**config.mk**
```make
export PLATFORM = sky130hd
export DESIGN_NAME = cm_arb_xfer
export DESIGN_NICKNAME = d
export VERILOG_FILES = /design/src/rtl/cm_arb_xfer.sv
export SDC_FILE = /design/constraint.sdc
export NUM_CORES = 1
export LEC_CHECK = 0
export CAP_MARGIN = 10
export CORE_AREA = 2 2 98 100
export DETAILED_ROUTE_END_ITERATION = 10
export DIE_AREA = 0 0 100 102
export PLACE_DENSITY = 0.76
export SKIP_LAST_GASP = 1
export SYNTH_ARGS = -nofsm -noshare
export SYNTH_HDL_FRONTEND = slang
export SYNTH_SLANG_ARGS = --single-unit
```
**constraint.sdc**
```tcl
create_clock -name i_clk -period 1.7 [get_ports i_clk]
set_input_delay 0.17 -clock i_clk [delete_from_list [all_inputs] [get_ports i_clk]]
set_output_delay 0.17 -clock i_clk [all_outputs]
set_load 0.02 [all_outputs]
```
**src/rtl/cm_arb_xfer.sv**
```systemverilog
// Packet transfer front-end for an external weighted arbiter.
// It launches one request per idle cycle and waits for a grant index, with a timeout.
// The granted source's packet is then forwarded combinationally until its last beat.
module cm_arb_xfer #(
    parameter int DCNT   = 4,
    parameter int DWIDTH = 32,
    parameter int WWIDTH = 8,
    parameter int TMO    = 15,
    localparam int IDX_WIDTH = (DCNT > 1) ? $clog2(DCNT) : 1
) (
    input  logic                     i_clk,
    input  logic                     i_rst,
    input  logic [DCNT-1:0]          i_vld,
    input  logic [DCNT*DWIDTH-1:0]   i_data,
    input  logic [DCNT-1:0]          i_last,
    input  logic [DCNT*WWIDTH-1:0]   i_weight,
    output logic [DCNT-1:0]          o_rdy,
    output logic [DCNT-1:0]          o_arb_req,
    output logic [DCNT*WWIDTH-1:0]   o_arb_weight,
    input  logic                     i_arb_vld,
    input  logic [IDX_WIDTH-1:0]     i_arb_gnt,
    output logic                     o_vld,
    output logic [DWIDTH-1:0]        o_data,
    output logic                     o_last,
    input  logic                     i_rdy,
    output logic                     o_busy,
    output logic                     o_err
);

    localparam int CNT_W      = ($clog2(TMO + 1) > 4) ? $clog2(TMO + 1) : 4;
    // The timeout fires in this WAIT count so that the registered pulse
    // appears exactly TMO cycles after the launch cycle.
    localparam int TMO_LAST_I = (TMO > 1) ? TMO - 2 : 0;
    localparam logic [CNT_W-1:0]     TMO_LAST = CNT_W'(TMO_LAST_I);
    localparam logic [IDX_WIDTH:0]   DCNT_W   = (IDX_WIDTH + 1)'(DCNT);

    typedef enum logic [1:0] {StIdle, StWait, StXfer} state_t;

    state_t               state_q;
    logic [IDX_WIDTH-1:0] grant_q;
    logic [CNT_W-1:0]     cnt_q;
    logic                 err_q;
    logic                 gnt_ok;
    logic                 xfer_done;

    // Extra MSB keeps the range check meaningful when DCNT is a power of two.
    assign gnt_ok    = ({1'b0, i_arb_gnt} < DCNT_W);
    assign xfer_done = o_vld & i_rdy & o_last;

    // Control FSM: launch, wait for grant or timeout, hold grant for one packet.
    always_ff @(posedge i_clk or negedge i_rst) begin
        if (!i_rst) begin
            state_q <= StIdle;
            grant_q <= '0;
            cnt_q   <= '0;
            err_q   <= 1'b0;
        end else begin
            err_q <= 1'b0;
            unique case (state_q)
                StIdle: begin
                    if (|i_vld) begin
                        cnt_q   <= '0;
                        state_q <= StWait;
                    end
                end
                StWait: begin
                    cnt_q <= cnt_q + 1'b1;
                    if (i_arb_vld) begin
                        if (gnt_ok) begin
                            grant_q <= i_arb_gnt;
                            state_q <= StXfer;
                        end else begin
                            err_q   <= 1'b1;
                            state_q <= StIdle;
                        end
                    end else if (cnt_q >= TMO_LAST) begin
                        err_q   <= 1'b1;
                        state_q <= StIdle;
                    end
                end
                StXfer: begin
                    if (xfer_done) begin
                        state_q <= StIdle;
                    end
                end
                default: state_q <= StIdle;
            endcase
        end
    end

    // Request launch and zero-latency downstream mux from the granted source.
    always_comb begin
        o_arb_req    = '0;
        o_arb_weight = '0;
        o_vld        = 1'b0;
        o_data       = '0;
        o_last       = 1'b0;
        o_rdy        = '0;
        // Reset gating keeps the combinational launch quiet while reset is held.
        if (i_rst && (state_q == StIdle) && (|i_vld)) begin
            o_arb_req    = i_vld;
            o_arb_weight = i_weight;
        end
        if (state_q == StXfer) begin
            for (int i = 0; i < DCNT; i++) begin
                if (grant_q == IDX_WIDTH'(i)) begin
                    o_vld    = i_vld[i];
                    o_data   = i_data[i*DWIDTH +: DWIDTH];
                    o_last   = i_last[i];
                    o_rdy[i] = i_rdy;
                end
            end
        end
    end

    assign o_busy = (state_q != StIdle);
    assign o_err  = err_q;

endmodule

```
# Word-level counts from Yosys, hierarchy flattened
# Index checks and enable logic that the tools add are counted.
# word_totals
ff_bits,9
input_bits,174
out_inout_bits,76
# op_classes
n_addsub,1
order_cmp,1
eq_ne,8
muxes,32
n_bitwise,2
reduce_logical,10
# ops
operator,n
32-bit two-way mux,6
1-bit two-way mux,17
4-bit two-way mux,3
2-bit two-way mux,4
4-bit one-hot mux with 2 select lines,1
2-bit equality test (second input constant),3
2-bit one-hot mux with 3 select lines,1
4-bit by 1-bit adder with 4-bit output (second input constant),1
2-bit by 1-bit equality test with 1-bit output (second input constant),2
4-bit >= comparator (second input constant),1
2-bit logical NOT,2
2-bit AND reduction,2
2-bit nonzero test,2
4-bit OR reduction,1
3-bit != test (second input constant),1
3-bit AND reduction,1
1-bit AND,2
1-bit logical AND,2
2-bit by 1-bit != test with 1-bit output (second input constant),1
2-bit != test (second input constant),1

# Longest topological paths before layout
# Gate-level depths: netlist of run 1.
# depth
ltp_word,10
ltp_mapped,5
mapped_depth_nobuf,5

# Worst setup path after synthesis of run 1
# Ideal clock, no wire load.
# synth_timing
path_type,register to output
start,reg grant_q[0]
end,out o_data[0]
t_arrival_ps,1343
path_slack_ps,187
path_stages_with_launch,4
cell_sequence,dfrtp_1 -> buf_6 -> mux4_1 -> and2_1
# synth_between
elab_chain_len,6
# synth_rtl
element,line,text
"start, declared",40,logic [IDX_WIDTH-1:0] grant_q;
"start signal, assigned",70,grant_q <= i_arb_gnt;
2-bit logical NOT,106,if (grant_q == IDX_WIDTH'(i)) begin
32-bit two-way mux (3 in series),106,
32-bit two-way mux (*),106,
32-bit two-way mux (*),104,if (state_q == StXfer) begin
"end, declared",23,"output logic [DWIDTH-1:0] o_data,"
# Every way passes the cells marked *; elsewhere a longest branch is shown, timed or not.

# Final worst setup path of run 1
# layout_timing
start,reg grant_q[0]
end,out o_data[2]
# The elaborated chain is that of the path after synthesis.

==> results of run 1 <==
worst max-delay path, stage by stage (launching register included):
cell and delay [ns]:
dfrtp_2 0.42, buf_12 0.14, buf_12 0.11, mux4_2 0.51
and2_4 0.16, buf_6 0.12
routing by layer:
metal  global-route usage, %  up-vias  wire length [um]
li1                        -     1230                 -
met4                    3.58        0               139
met5                       0        -                 0
met2                    35.7      114              5420
met1                    21.6     1261              3910
met3                    5.27       14               863
cells in the mapped netlist:
library cell and number:
buf_2 4, and4_1 1, mux4_1 9, nor2_1 3, clkbuf_1 7, nand3_1 1, nand2_1 7, nor2b_1 2
dfrtp_1 9, nor3b_2 1, o21ai_2 1, mux2_2 2, a21o_1 2, and3_1 37, mux2i_1 2, o211ai_1 1
mux4_2 24, a22o_1 2, nor4_1 1, ha_1 3, clkbuf_2 4, o21ai_0 2, and2_1 33, nand2b_1 2
buf_6 4, nor2_2 2, inv_1 5, nor3b_1 2, nor3_1 2, xor2_1 2
worst paths after layout:
| kind | start | depth (start not counted) | slack (ns) | endpoint |
|---|---|---|---|---|
| setup reg to reg | grant_q[0] | 7 | 0.01 | state_q[1] |
| hold reg to reg | cnt_q[3] | 2 | 0.56 | cnt_q[3] |
| hold / removal | i_rst | 2 | 0.32 | cnt_q[3] |
| max in group asynchronous | i_rst | 3 | 1.06 | grant_q[0] |
| min in group i_clk | cnt_q[3] | 2 | 0.56 | cnt_q[3] |
| setup / recovery | grant_q[0] | 5 | -0.18 | o_data[2] |
area by class of cell:
cell class	count	area (um^2)	share of cell area (%)
sequential	9	226	4.55
inverter	5	21.3	0.428
tap	111	139	2.79
clock buffer	4	45.0	0.906
multi-input combinational	147	1670	33.5
timing repair buffer	288	2870	57.8
cell families (layout without fill, tap and decap cells):
family	Yosys count	after routing
flops	9	9
compound gates	8	8
simple gates	94	97
buf+inv	24	297
fa+ha+maj	3	3
mux	37	37
xor+xnor	2	2
registers in the layout, indices dropped and copies added, names as in the netlist:
name	count
cnt_q	4
grant_q	2
o_err	1
state_q	2
power breakdown:
part           total, W  switching (W)  internal, W
clock network  0.000251      0.0000870     0.000164
logic           0.00506        0.00209      0.00297
registers      0.000383      0.0000931     0.000290
stage by stage:
step | hold WS [ns] | area (um^2)
2_1_floorplan | -0.126 | 1860
3_3_place_gp | 0.520 | 4630
3_5_place_dp | 0.551 | 4630
4_1_cts | 0.322 | 4870
5_1_grt | 0.352 | 4970
6_report | 0.325 | 4970
repair_timing:
action	4_1_cts	5_1_grt
resized for setup	417	27
pin swaps	37	4
gates cloned	5	0
setup endpoints to repair	73	70
setup buffers	19	1
==> impl_metrics.csv, run 1 <==
group,metric,value,unit
sta,fin_skew,0.00514,ns
layout,final_common_cell,"clkdlybuf4s50_1",
layout,n_fill_cell,790,
yosys,synth-simple-area-share,30.7,%
layout,layout-drive-gt1-share,44.2,%
sta,rsz0062_at_grt,"true",
grt,grt_max_degree,32,
yosys,synth_top_family_by_area,"multiplexers",
placed_design,place_inst,545,
routing,viasPerCell,4.64,
status,status,"finished, violations left",
layout,nNetsFinal,631,
sta,fmax,533,MHz
grt,track_usage,18.9,%
yosys,synthesis.nets,354,
layout,insertedDiodeCount,0,
floorplan,core_area,9110,um^2
sta,slew_headroom,79.8,%
placed_design,post-dp-hpwl,8270,um
sta,worst_pin_slew,0.302,ns
clocking,cts_tree,"yes",
status,violations,"setup timing",
floorplan,dieArea,10200,um^2
layout,final_core_util,54.6,%
clocking,clock_path_buffers,2,
sta,finalCritPeriodShare,110,%
yosys,synthAdderAreaFrac,2.02,%
routing,dr.first_iter.drc_count,52,
sta,setup-tns-final,-5.14,ns
clocking,clockRootBuffer,"clkbuf_8",
yosys,syn_area_per_cell,10.5,um^2
clocking,cts_sinks,9,
grt,grt_overflow,0,
yosys,synth_cells,177,
routing,vias,2619,
critical_path,critPathKind,"reg2out",
sta,finalSetupViolCount,34,
clocking,cts_buffers,3,
floorplan,die_w,100,um
routing,drt-total-wl,10300,um
clocking,clkTransAtPathRegs,0.05,ns
routing,drcViolationCount,0,
critical_path,end_kind,"output pin",
sta,report.final.hold_viol_count,0,
job,max_cap_violations,0,
yosys,ys_top_cells_by_area,"mux4_2, mux4_1, and3_1, dfrtp_1, and2_1",
pwr,peakVddDrop,555,uV
yosys,synth-compound-area-share,3.16,%
critical_path,cp.required,1.53,ns
yosys,synth_top_area_share,29.1,%
routing,firstDrtPassIters,4,
clocking,worstSkewPairLatency,0.23,ns
layout,areaGrowthSynthToFinish,167,%
yosys,ys_seq_area_share,12.1,%
yosys,synth_xor_area_share,0.942,%
pwr,leakage,2.23,nW
sta,layout_setup_ws,-0.177,ns
critical_path,cp-start-kind,"flop",
clocking,h-tree-depth,1,
sta,drv_slew,0,
yosys,syn-cell-area,1860,um^2
pwr,power-per-cell-area,1140,nW/um^2
pwr,power.total,0.00569,W
grt,antenna_found_initial,0,
floorplan,num_io_pins,250,
yosys,ys_types,30,
clocking,cts_hold_buf,0,
critical_path,arrival,1.71,ns
yosys,yosys.area.top_type,"mux4_2",
floorplan,start_util,20.4,%
yosys,synth-seq-cells,9,
routing,antenna_left,0,
yosys,ys_warn_count,0,
placed_design,place.gp.congestion,0.891,
floorplan,die_h,102,um
worst_hold_path,min_path_type,"in2async",
grt,grt_pass1_vias,2821,
placed_design,port_buffers,249,
layout,mostFrequentLayoutCells,"clkdlybuf4s50_1, buf_6, buf_4",
layout,fin_cells,564,
grt,grt_pass1_wl,15200,um
routing,wire_per_inst,18.3,um
yosys,synthMuxAreaShare,44.1,%
sta,fin_crit,1.88,ns
floorplan,rows,35,
placed_design,dpl_worst_slack,-0.888,ns
critical_path,cp_max_fo,5,
Note: power is estimated with default switching activity, not from simulation.
==> run 2, diff against run 1 <==
- MAX_ROUTING_LAYER: unset -> met4
==> run 2 against run 1 <==
The flow still finishes with violations (setup timing). Die area is the same. Highest routed layer unchanged. Largest power group unchanged. Cell area is the same. Combinational power is essentially flat. Sequential cell count is the same. Clock power is essentially flat. Maximum frequency is essentially flat. Register-to-register slack is essentially flat. Global-route usage grew 0.62 points. Total power grew 0.17%.
==> impl_metrics.csv, run 2 (synthesis gave the netlist of run 1 again) <==
group,metric,value,unit
critical_path,reg2regPathDepth,7,
critical_path,rrSetupSlack,0.01,ns
sta,layout_setup_ws,-0.177,ns
layout,layout-drive-gt1-share,44.2,%
critical_path,cp.required,1.53,ns
clocking,cts_buffers,3,
routing,vias,2630,
layout,largest_register_ffs,4,
grt,antenna_found_initial,0,
routing,viasPerCell,4.66,
clocking,cts_hold_buf,0,
placed_design,port_buffers,249,
routing,drt-total-wl,10400,um
floorplan,die_h,102,um
sta,fin_crit,1.88,ns
clocking,h-tree-depth,1,
pwr,leakage,2.23,nW
floorplan,core_area,9110,um^2
floorplan,dieArea,10200,um^2
layout,insertedDiodeCount,0,
grt,grt_util_met3,5.13,%
clocking,cts_sinks,9,
critical_path,critPathKind,"reg2out",
placed_design,post-dp-hpwl,8270,um
routing,drcViolationCount,0,
clocking,clock_path_buffers,2,
critical_path,crit_start,"grant_q[0]",
grt,top_usage_layer,"met2",
critical_path,arrival,1.71,ns
layout,final_common_cell,"clkdlybuf4s50_1",
layout,finalInstanceArea,4970,um^2
layout,reg.largest.list,"cnt_q (4), grant_q (2), state_q (2)",
clocking,clockRootBuffer,"clkbuf_8",
layout,mostFrequentLayoutCells,"clkdlybuf4s50_1, buf_6, buf_4",
sta,report.final.hold_viol_count,0,
critical_path,r2r_start,"grant_q[0]",
grt,grt_pass1_wl,15200,um
grt,track_usage,19.6,%
floorplan,num_io_pins,250,
grt,grtUsageMet2,35.6,%
routing,firstDrtPassIters,4,
status,violations,"setup timing",
sta,fmax,533,MHz
critical_path,cp_max_fo,5,
grt,grt_max_degree,32,
clocking,worstSkewPairLatency,0.23,ns
floorplan,start_util,20.4,%
pwr,peakVddDrop,566,uV
critical_path,rr_endpoint,"state_q[1]",
sta,finalSetupViolCount,34,
routing,dr.first_iter.drc_count,54,
critical_path,cp-start-kind,"flop",
clocking,cts_tree,"yes",
sta,drv_slew,0,
sta,finalCritPeriodShare,110,%
floorplan,die_w,100,um
clocking,clkTransAtPathRegs,0.05,ns
floorplan,rows,35,
sta,rsz0062_at_grt,"true",
worst_hold_path,min_path_type,"in2async",
sta,setup-tns-final,-5.15,ns
layout,nNetsFinal,631,
placed_design,place_inst,545,
status,status,"finished, violations left",
layout,fin_cells,564,
job,max_cap_violations,0,
sta,slew_headroom,79.8,%
placed_design,place.gp.congestion,0.906,
grt,grt_overflow,0,
layout,final_core_util,54.6,%
sta,worst_pin_slew,0.302,ns
pwr,power-per-cell-area,1150,nW/um^2
layout,top_register,"cnt_q",
critical_path,worstSetupEndpoint,"o_data[2]",
placed_design,place_area,4630,um^2
sta,fin_skew,0.00533,ns
layout,areaGrowthSynthToFinish,167,%
routing,wire_per_inst,18.4,um
grt,gr-usage-met1,21.8,%
critical_path,end_kind,"output pin",
routing,antenna_left,0,
grt,grt_pass1_vias,2819,
-- run 2: cell counts in the layout (fill, tap and decap cells not counted) --
Identical to the previous run, type by type.
-- run 2: where the power goes --
group / internal [W] / total, W / switching [W]
sequential: 0.000290 / 0.000383 / 0.0000932
combinational: 0.00297 / 0.00507 / 0.00210
clock: 0.000164 / 0.000251 / 0.0000877
total: 0.00342 / 0.00570 / 0.00228
-- run 2: what timing repair did --
| action | 4_1_cts | 5_1_grt |
|---|---|---|
| setup endpoints to repair | 73 | 70 |
| gates cloned | 5 | 0 |
| setup buffers | 19 | 1 |
| pin swaps | 37 | 4 |
| gates resized for setup | 417 | 27 |
-- run 2: per-layer routing --
| layer | routed length (um) | vias up |
|---|---|---|
| met5 | 0 | - |
| met2 | 5370 | 120 |
| met3 | 870 | 16 |
| met1 | 3960 | 1264 |
| met4 | 157 | 0 |
| li1 | - | 1230 |
-- run 2: critical path, stage by stage (launching register included) --
cell	delay [ns]
dfrtp_2	0.42
buf_12	0.14
buf_12	0.11
mux4_2	0.51
and2_4	0.16
buf_6	0.12
-- run 2: area by class of cell --
cell class	count	area (um^2)
tap	111	139
multi-input combinational	147	1670
inverter	5	21.3
fill	790	4140
sequential	9	226
clock buffer	4	45.0
timing repair buffer	288	2870
-- run 2: how the worst min path moves through the flow --
| stage | from | to | slack (ns) | cells past startpoint |
|---|---|---|---|---|
| 2_1_floorplan | i_rst | cnt_q[0] | -0.13 | 0 |
| 3_3_place_gp | cnt_q[3] | cnt_q[3] | 0.52 | 2 |
| 3_5_place_dp | cnt_q[3] | cnt_q[3] | 0.55 | 2 |
| 4_1_cts | i_rst | cnt_q[3] | 0.32 | 2 |
| 5_1_grt | i_rst | cnt_q[3] | 0.35 | 2 |
| 6_report | i_rst | cnt_q[3] | 0.32 | 2 |
-- run 2: per-stage QoR --
step	setup WS [ns]	power (W)	hold WS (ns)
after floorplan	0.187	0.00270	-0.126
after global placement	-0.843	0.00439	0.520
after detailed placement	-0.888	0.00445	0.551
after CTS	-0.190	0.00554	0.322
after global routing	-0.247	0.00605	0.352
final	-0.177	0.00570	0.324
